==> src/rtl/delay_arbiter.sv <==
// -----------------------------------------------------------------------------
// delay_arbiter
//
// Round-robin arbiter in front of one shared delay counter. When idle, the
// block grants one pending requester and latches that requester's delay. It
// then counts up from zero to that delay, pausing while hold is high, and
// pulses done back to the same requester. After the done pulse the block
// spends one cycle in FIRE, returns to IDLE, and then arbitrates again.
//
// Ports
//   clk        : clock; all state changes on the rising edge
//   rst        : synchronous, active-high reset; overrides every other input
//   req        : level request per requester, held until granted
//   dly        : per-requester delay, slice i = dly[i*CBITS +: CBITS];
//                sampled only on the granting edge
//   hold       : freezes the running count while high
//   gnt        : registered one-hot grant pulse, one cycle wide
//   done       : registered one-hot completion pulse to the current grantee
//   busy       : high whenever the FSM is outside IDLE
//   active_id  : index of the current or most recent grantee
//   state_dbg  : current FSM state (0 = IDLE, 1 = COUNT, 2 = FIRE)
//
// Handshake: req is a level that the requester holds until it sees its gnt
// bit. The requester drops req in the cycle in which gnt is high, or keeps it
// up to ask again. gnt and done are single-cycle pulses that are never
// back-pressured. Requests seen outside IDLE are not stored; the requester
// must still be asserting req when the block next returns to IDLE.
// -----------------------------------------------------------------------------
module delay_arbiter #(
    parameter int NREQ  = 4,
    parameter int CBITS = 10
) (
    input  logic                                      clk,
    input  logic                                      rst,
    input  logic [NREQ-1:0]                           req,
    input  logic [NREQ*CBITS-1:0]                     dly,
    input  logic                                      hold,
    output logic [NREQ-1:0]                           gnt,
    output logic [NREQ-1:0]                           done,
    output logic                                      busy,
    output logic [((NREQ > 1) ? $clog2(NREQ) : 1)-1:0] active_id,
    output logic [1:0]                                state_dbg
);

    localparam int IDW = (NREQ > 1) ? $clog2(NREQ) : 1;

    typedef enum logic [1:0] {
        IDLE  = 2'd0,
        COUNT = 2'd1,
        FIRE  = 2'd2
    } state_t;

    state_t           state;
    logic [CBITS-1:0] cnt;
    logic [CBITS-1:0] dly_q;

    // Index of the last winner. It is kept apart from active_id because reset
    // must give requester 0 top priority (so the pointer resets to NREQ-1),
    // while active_id resets to 0.
    logic [IDW-1:0]   rr_last;

    // Arbitration result for the current cycle; used only in IDLE.
    logic             win_valid;
    logic [IDW-1:0]   win_id;
    logic [CBITS-1:0] win_dly;

    // Build a one-hot vector from an index.
    function automatic logic [NREQ-1:0] onehot(input logic [IDW-1:0] id);
        logic [NREQ-1:0] oh;
        oh = '0;
        for (int i = 0; i < NREQ; i++) begin
            oh[i] = (id == IDW'(i));
        end
        return oh;
    endfunction

    // Round-robin search starting just above the last winner and wrapping.
    // Pass 1 scans the indices above rr_last in ascending order. If nothing
    // is found there, pass 2 takes the lowest set bit overall. That bit can
    // only be at or below rr_last, which completes the wrap-around.
    always_comb begin
        win_valid = 1'b0;
        win_id    = '0;
        win_dly   = '0;
        for (int j = 0; j < NREQ; j++) begin
            if (!win_valid && req[j] && (IDW'(j) > rr_last)) begin
                win_valid = 1'b1;
                win_id    = IDW'(j);
                win_dly   = dly[j*CBITS +: CBITS];
            end
        end
        for (int j = 0; j < NREQ; j++) begin
            if (!win_valid && req[j]) begin
                win_valid = 1'b1;
                win_id    = IDW'(j);
                win_dly   = dly[j*CBITS +: CBITS];
            end
        end
    end

    // Main FSM. All outputs are registered here.
    always_ff @(posedge clk) begin
        if (rst) begin
            state     <= IDLE;
            cnt       <= '0;
            dly_q     <= '0;
            gnt       <= '0;
            done      <= '0;
            busy      <= 1'b0;
            active_id <= '0;
            rr_last   <= IDW'(NREQ - 1);
        end else begin
            case (state)
                IDLE: begin
                    gnt  <= '0;
                    done <= '0;
                    if (win_valid) begin
                        dly_q     <= win_dly;
                        cnt       <= '0;
                        gnt       <= onehot(win_id);
                        active_id <= win_id;
                        rr_last   <= win_id;
                        busy      <= 1'b1;
                        state     <= COUNT;
                    end
                end

                COUNT: begin
                    gnt <= '0;
                    // While hold is high, both the count and the compare are
                    // frozen. When the compare hits, the counter stops before
                    // it can wrap, because dly_q never exceeds the counter's
                    // range.
                    if (!hold) begin
                        if (cnt == dly_q) begin
                            done  <= onehot(active_id);
                            state <= FIRE;
                        end else begin
                            cnt <= cnt + 1'b1;
                        end
                    end
                end

                FIRE: begin
                    done  <= '0;
                    busy  <= 1'b0;
                    state <= IDLE;
                end

                default: begin
                    gnt   <= '0;
                    done  <= '0;
                    busy  <= 1'b0;
                    state <= IDLE;
                end
            endcase
        end
    end

    assign state_dbg = state;

    // Output sanity: one-hot pulses, and gnt and done never high together.
    always_ff @(posedge clk) begin
        if (!rst) begin
            assert ($onehot0(gnt));
            assert ($onehot0(done));
            assert ((gnt & done) == '0);
        end
    end

endmodule
==> config.mk <==
export PLATFORM = sky130hd
export DESIGN_NAME = delay_arbiter
export DESIGN_NICKNAME = d
export VERILOG_FILES = /design/src/rtl/delay_arbiter.sv
export SDC_FILE = /design/constraint.sdc
export NUM_CORES = 1
export LEC_CHECK = 0
export BUFFER_PORTS_ARGS = -buffer_cell sky130_fd_sc_hd__clkbuf_2
export CAP_MARGIN = 15
export CORE_MARGIN = 2
export CORE_UTILIZATION = 47
export CTS_CLUSTER_SIZE = 12
export DETAILED_ROUTE_END_ITERATION = 8
export GPL_TIMING_DRIVEN = 0
export PLACE_DENSITY_LB_ADDON = 0.1
export SETUP_SLACK_MARGIN = 0.5
export SYNTH_ARGS = -nofsm -noshare
export SYNTH_HDL_FRONTEND = slang
export SYNTH_SLANG_ARGS = --single-unit
export TNS_END_PERCENT = 10
==> constraint.sdc <==
create_clock -name clk -period 1.65 [get_ports clk]
set_clock_uncertainty 0.15 [all_clocks]
set_input_delay 0.0825 -clock clk [delete_from_list [all_inputs] [get_ports clk]]
set_output_delay 0.0825 -clock clk [all_outputs]
set_load 0.05 [all_outputs]
==> flow_metrics.env, run 1 <==
export IMPL_whs_path_depth=3
export IMPL_yosysWarnings=0
export IMPL_dpl_cell_area_um2=2600
export IMPL_final_setup_worst_slack_ps=-251
export IMPL_grt_pass1_wl_mm=11.1
export IMPL_rr_startpoint="dly_q[6]"
export IMPL_p_clk_frac=0.229
export IMPL_worstPathCellList="xor2_2 > nor4_4 > nand4b_4 > a21oi_4 > nor4_1 > o21a_1"
export IMPL_synth_edff_count=0
export IMPL_rsz0062_at_grt="yes"
export IMPL_design_core_area_um2=4440
export IMPL_viasPerCell=5.99
export IMPL_nets=417
export IMPL_p_leak_nw=1.30
export IMPL_combPwrFrac=0.398
export IMPL_drtPass1Iterations=4
export IMPL_async_reset_ff_frac=0
export IMPL_vias=2528
export IMPL_synth_ff_type="dfxtp_1"
export IMPL_clockBufferDepth=2
export IMPL_fin_hold_ws_ps=5.26
export IMPL_holdPathEnd="state_dbg[0]"
export IMPL_setup_viol=24
export IMPL_dieHeight_um=72.6
export IMPL_max_freq_mhz=526
export IMPL_status="complete, but fails checks"
export IMPL_p_sw_mw=1.01
export IMPL_wl_mm=6.97
export IMPL_area_growth_pct=43.8
export IMPL_root_buffer="clkbuf_8"
export IMPL_ioPinCount=60
export IMPL_cts_sinks=35
export IMPL_antenna_left=0
export IMPL_ff2ff_path_depth=6
export IMPL_h_tree_depth=2
export IMPL_grt_use_total=0.271
export IMPL_grt_overflow_total=0
export IMPL_power_density_nw_per_um2=847
export IMPL_critPathLaunchType="flop"
export IMPL_cp_slowest_cell="dfxtp_1"
export IMPL_max_slew_margin=0.588
export IMPL_required_ps=1690
export IMPL_layout_drive_gt1_share=0.381
export IMPL_syn_cell_area_um2=2210
export IMPL_cts_tree="built"
export IMPL_final_instance_count_excl_fill=422
export IMPL_antenna_found_initial=0
export IMPL_grt_max_degree=12
export IMPL_drv_cap=0
export IMPL_dp_cells=390
export IMPL_grt_pass1_vias=2426
export IMPL_clk_insertion_delay_late_ps=290
export IMPL_fin_crit_ps=1900
export IMPL_use_met3=0.0594
export IMPL_portBuffers=58
export IMPL_syn_area_per_cell_um2=7.91
export IMPL_hold_viol=0
export IMPL_timing_worst_setup_path_type="flop to flop"
export IMPL_worstMarginPinSlew_ps=612
export IMPL_synth_yosys_seq_area_share=0.316
export IMPL_hp_start="rst"
export IMPL_wl_per_cell_um=16.5
export IMPL_dieArea_um2=5280
export IMPL_max_stage_delay_ps=350
export IMPL_use_met2=0.452
export IMPL_fin_util=0.717
export IMPL_total_power_mw=2.70
export IMPL_timing_rr_end="cnt[8]"
export IMPL_synthCells=280
export IMPL_synth_distinct_cells=54
export IMPL_drc=0
export IMPL_peakVddDrop_v=0.000824
export IMPL_hold_path_class="input port to flop"
export IMPL_numCtsBuffers=5
export IMPL_met1_usage=0.349
export IMPL_final_common_cell="clkbuf_2"
export IMPL_rrSetupSlack_ps=-250
export IMPL_period_share=1.15
export IMPL_clkTransAtPathRegs_ps=70
export IMPL_cp_arrival_ps=1940
export IMPL_die_x_um=72.6
export IMPL_worstPathMaxFanout=7
export IMPL_initialDrtViolationCount=161
export IMPL_cp_end_kind="flop"
export IMPL_seqPwrFrac=0.373
export IMPL_synth_seq_cells=35
export IMPL_initial_core_util=0.498
export IMPL_dp_hpwl_mm=4.76
export IMPL_p_int_mw=1.68
export IMPL_synth_fp_nets=328
export IMPL_row_count=24
export IMPL_violations="negative setup slack"
export IMPL_fin_area_um2=3190
export IMPL_place_gp_congestion=0.821
export IMPL_diodes=0
export IMPL_mostFrequentLayoutCells="clkbuf_2 (45), nor2_1 (42), a21oi_1 (26), dfxtp_1 (23), nand2_1 (16)"
export IMPL_drv_slew=0
export IMPL_netSwitchingFraction=0.376
export IMPL_grt_busiest_layer="met2"
## per-layer routing
metal | routed length [µm] | vias up
met1 | 3070 | 1179
met2 | 3300 | 111
met5 | 0 | -
li1 | - | 1231
met4 | 72 | 0
met3 | 529 | 7
## cells in the mapped netlist, types with 3 or more instances
master | number | area [µm²]
a211oi_1 | 6 | 45.0
a21oi_1 | 28 | 140
a221oi_1 | 5 | 43.8
a22o_1 | 5 | 43.8
a22oi_1 | 7 | 52.6
and3_1 | 6 | 37.5
buf_2 | 3 | 15.0
clkbuf_1 | 7 | 26.3
dfxtp_1 | 35 | 701
mux2i_1 | 4 | 40.0
nand2_1 | 18 | 67.6
nand2b_1 | 4 | 25.0
nand3_1 | 8 | 40.0
nand4_1 | 5 | 31.3
nor2_1 | 45 | 169
nor2b_1 | 7 | 43.8
nor3_1 | 4 | 20.0
nor4_1 | 4 | 25.0
o21a_1 | 3 | 22.5
o21ai_0 | 8 | 40.0
o21ai_1 | 6 | 30.0
o22ai_1 | 9 | 56.3
o31ai_1 | 5 | 37.5
xnor2_1 | 5 | 43.8
xor2_1 | 9 | 78.8
## critical path: cells and delay by family, from the launching register on
kind	cells	cell delay (ps)
XOR/XNOR	1	190
AO/OA/AOI/OAI	2	450
AND/OR/NAND/NOR	3	650
flip-flops	1	350
## how the worst max path moves through the flow
stage	end	start	slack, ps	depth (start not counted)
floorplan	cnt[5]	state_dbg[0]	-100	4
global placement	dly_q[0]	rr_last[1]	-430	5
detailed placement	dly_q[0]	rr_last[1]	-430	5
CTS	cnt[8]	dly_q[9]	-260	6
global route	cnt[8]	dly_q[9]	-340	6
finish	cnt[8]	dly_q[6]	-250	6
## power groups by stage
stage               logic (mW)  clock network [mW]  registers (mW)
finish                    1.07               0.617            1.01
global route              1.16               0.666            1.02
CTS                       1.00               0.627            1.00
detailed placement       0.841                   0            1.01
global placement         0.833                   0            1.01
floorplan                0.531                   0            1.08
## registers in the layout, indices dropped and copies added, names as in the netlist
name	flops
state_dbg	2
active_id	2
dly_q	10
done	4
busy	1
gnt	4
rr_last	2
cnt	10
## cell type report
type                    instances  area, µm²
plain buffers                  11       97.6
clock buffers                   5       68.8
clock inverters                 3       15.0
fillers                       347       1260
inverters                       1       3.75
multi-input cells             233       1650
flip-flops and latches         35        721
well taps                      52       65.1
repair buffers                 82        561
## metrics by stage
stage | TNS [ps] | worst slack, ps
global route | -5110 | -340
detailed placement | -8510 | -433
finish | -2770 | -251
global placement | -8070 | -427
floorplan | -1370 | -104
CTS | -3080 | -257
## what timing repair did
item                       in CTS  in global routing
pin swaps                      19                  7
hold buffers                   15                  0
buffers inserted                8                  1
cloned                          0                  0
setup endpoints to repair      39                 44
resized for setup              50                 31
hold endpoints to repair        9                  0
## cell families (layout without fill, tap and decap cells)
group	Yosys count	in the layout	synth area share
multiplexers	4	4	0.0181
XOR/XNOR	14	14	0.0554
AND/OR/NAND/NOR	119	119	0.295
buffers and inverters	12	102	0.0254
AO/OA/AOI/OAI	95	95	0.284
adder cells (fa/ha/maj)	1	1	0.00565
flip-flops	35	35	0.316
Note: power is estimated with default switching activity, not from simulation.
==> inputs of run 2 (changes only) <==
--- a/config.mk
+++ b/config.mk
@@ -5,10 +5,10 @@
 export SDC_FILE = /design/constraint.sdc
 export NUM_CORES = 1
 export LEC_CHECK = 0
+export ABC_AREA = 1
 export BUFFER_PORTS_ARGS = -buffer_cell sky130_fd_sc_hd__clkbuf_2
-export CAP_MARGIN = 15
 export CORE_MARGIN = 2
-export CORE_UTILIZATION = 47
+export CORE_UTILIZATION = 48
 export CTS_CLUSTER_SIZE = 12
 export DETAILED_ROUTE_END_ITERATION = 8
 export GPL_TIMING_DRIVEN = 0
==> flow_metrics.env, run 2 <==
export IMPL_nets=526
export IMPL_p_sw_mw=2.08
export IMPL_initial_core_util=0.503
export IMPL_rsz0062_at_grt="yes"
export IMPL_synth_ff_type="dfxtp_1"
export IMPL_root_buffer="clkbuf_8"
export IMPL_vias=2761
export IMPL_rr_startpoint="rr_last[1]"
export IMPL_seqPwrFrac=0.279
export IMPL_clkTransAtPathRegs_ps=70
export IMPL_layout_drive_gt1_share=0.317
export IMPL_max_stage_delay_ps=340
export IMPL_dp_cells=513
export IMPL_yosys_top_cells_count="nand2_1 (135), nor2_1 (56), inv_1 (38)"
export IMPL_timing_worst_setup_path_type="flop to flop"
export IMPL_synth_edff_count=0
export IMPL_dieArea_um2=5600
export IMPL_yosysMostFrequentCell="nand2_1"
export IMPL_mostFrequentLayoutCells="nand2_1 (130), nor2_1 (48), clkbuf_2 (45), inv_1 (34), dfxtp_1 (23)"
export IMPL_design_core_area_um2=4790
export IMPL_antenna_found_initial=0
export IMPL_synth_distinct_cells=32
export IMPL_cts_tree="built"
export IMPL_final_setup_worst_slack_ps=17.3
export IMPL_die_x_um=74.8
export IMPL_dp_hpwl_mm=4.73
export IMPL_initialDrtViolationCount=203
export IMPL_pre_cts_slack_ps=-52.6
export IMPL_yosysWarnings=0
export IMPL_syn_cell_area_um2=2410
export IMPL_cp_slowest_cell="dfxtp_2"
export IMPL_dieHeight_um=74.8
export IMPL_fin_crit_ps=1630
export IMPL_max_slew_margin=0.600
export IMPL_viasPerCell=5.06
export IMPL_final_instance_count_excl_fill=546
export IMPL_cpMostUsedCell="nand2_1"
export IMPL_portBuffers=58
export IMPL_cp_arrival_ps=1670
export IMPL_tns_ps=0
export IMPL_synth_top_area_cell="dfxtp_1"
export IMPL_synth_seq_cells=35
export IMPL_diodes=0
export IMPL_drv_cap=0
export IMPL_synth_top_area_frac=0.291
export IMPL_synth_fp_nets=436
export IMPL_cts_sinks=35
export IMPL_grt_pass1_wl_mm=11.4
export IMPL_wl_met1_mm=2.94
export IMPL_drtPass1Iterations=4
export IMPL_met3WireLength_um=334
export IMPL_p_leak_nw=1.62
export IMPL_combPwrFrac=0.552
export IMPL_row_count=25
export IMPL_total_power_mw=4.53
export IMPL_p_int_mw=2.45
export IMPL_cp_end_kind="flop"
export IMPL_final_common_cell="nand2_1"
export IMPL_dr_wl_met2_mm=3.34
export IMPL_async_reset_ff_frac=0
export IMPL_wl_mm=6.81
export IMPL_area_growth_pct=40.5
export IMPL_worstPathMaxFanout=10
export IMPL_worstPathCellList="nor2_2 > nand2_4 > nand3_2 > inv_1 > buf_6 > nand2_1 > nand3_1 > nor2_2 > nand4_1 > nand2_1 > nand2_1"
export IMPL_clockBufferDepth=2
export IMPL_grt_overflow_total=0
export IMPL_grt_pass1_vias=2629
export IMPL_setup_viol=0
export IMPL_max_freq_mhz=612
export IMPL_syn_area_per_cell_um2=6.21
export IMPL_hold_path_class="input port to flop"
export IMPL_drc=0
export IMPL_antenna_left=0
export IMPL_numCtsBuffers=5
export IMPL_netSwitchingFraction=0.459
export IMPL_required_ps=1690
export IMPL_reg_top3="cnt x10, dly_q x10"
export IMPL_synth_area_leaders="dfxtp_1 (29%), nand2_1 (21%), nor2_1 (8.7%)"
export IMPL_hold_viol=2
export IMPL_synth_yosys_seq_area_share=0.291
export IMPL_grt_use_total=0.264
export IMPL_synthCells=388
export IMPL_period_share=0.990
export IMPL_worstMarginPinSlew_ps=600
export IMPL_grt_max_degree=12
export IMPL_place_gp_congestion=0.878
export IMPL_fin_hold_ws_ps=-47.2
export IMPL_hp_start="hold"
export IMPL_power_density_nw_per_um2=1340
export IMPL_status="complete, but fails checks"
export IMPL_ioPinCount=60
export IMPL_violations="negative hold slack"
export IMPL_clk_insertion_delay_late_ps=300
export IMPL_critPathLaunchType="flop"
export IMPL_p_clk_frac=0.169
export IMPL_drv_slew=0
export IMPL_wl_per_cell_um=12.5
export IMPL_cts_hold_buffers=14
export IMPL_cp_startpoint="rr_last[1]"
export IMPL_h_tree_depth=2
export IMPL_maxUsedRoutingLayer="met4"
export IMPL_peakVddDrop_v=0.00119
## run 2: cell types whose count changed after synthesis, moves of 6 or more
cell      before  now
nor2b_1        7    0
nor2_1        45   56
and3_1         6    0
nand2_1       18  135
nand4_1        5   16
a211oi_1       6    0
a22oi_1        7    0
inv_1          1   38
o22ai_1        9    0
nand3_1        8   25
a21oi_1       28   19
## run 2: logic make-up after synthesis
| kind of cell | after synthesis | share of synthesized area |
|---|---|---|
| AOI/OAI and AO/OA | 30 | 0.0665 |
| xor gates and xnor gates | 12 | 0.0436 |
| buffers and inverters | 53 | 0.0940 |
| DFF | 35 | 0.291 |
| adders and majority gates | 1 | 0.00519 |
| and+or+nand+nor | 257 | 0.500 |
## run 2: final timing paths
check                 endpoint  slack [ps]  depth (start not counted)
setup / recovery      dly_q[1]          20                         11
hold / removal    state_dbg[1]         -50                          4
setup reg to reg      dly_q[1]          20                         11
hold reg to reg       dly_q[4]         320                          2
## run 2: what timing repair did
| item | in CTS | in global routing |
|---|---|---|
| pin swaps | 1 | 12 |
| endpoints found under the hold margin | 9 | 2 |
| endpoints found under the setup margin | 42 | 48 |
| buffers inserted | 2 | 7 |
| gates cloned | 0 | 2 |
| resized for setup | 9 | 68 |
## run 2: worst max-delay path: cells and delay by family (launching register included)
family	cells	cell delay, ps
buffers and inverters	2	210
DFF	1	340
and+or+nand+nor	9	820
## run 2: stage by stage
| step | utilization | cell area [µm²] |
|---|---|---|
| 5_1_grt | 0.707 | 3380 |
| 3_3_place_gp | 0.599 | 2870 |
| 2_1_floorplan | - | 2490 |
| 3_5_place_dp | 0.599 | 2870 |
| 6_report | 0.707 | 3380 |
| 4_1_cts | 0.660 | 3160 |
## run 2: layout make-up
cell class	instances	area (µm²)
Tap cell	67	83.8
Multi-Input combinational cell	300	1620
Sequential cell	35	731
Clock inverter	1	30.0
Buffer	12	104
Inverter	41	160
Timing Repair Buffer	83	576
Fill cell	446	1400
Clock buffer	7	76.3
## run 2: power groups by stage
| stage | registers (mW) | logic [mW] | clock network [mW] |
|---|---|---|---|
| 2_1_floorplan | 1.48 | 1.35 | 0 |
| 3_3_place_gp | 1.26 | 2.04 | 0 |
| 3_5_place_dp | 1.26 | 2.08 | 0 |
| 4_1_cts | 1.25 | 2.17 | 0.780 |
| 5_1_grt | 1.29 | 2.74 | 0.812 |
| 6_report | 1.26 | 2.50 | 0.767 |
## run 2: metal layers
layer	track usage	vias to the layer above
li1	-	1407
met1	0.321	1251
met2	0.448	80
met3	0.0602	23
met4	0.111	0
met5	0	-
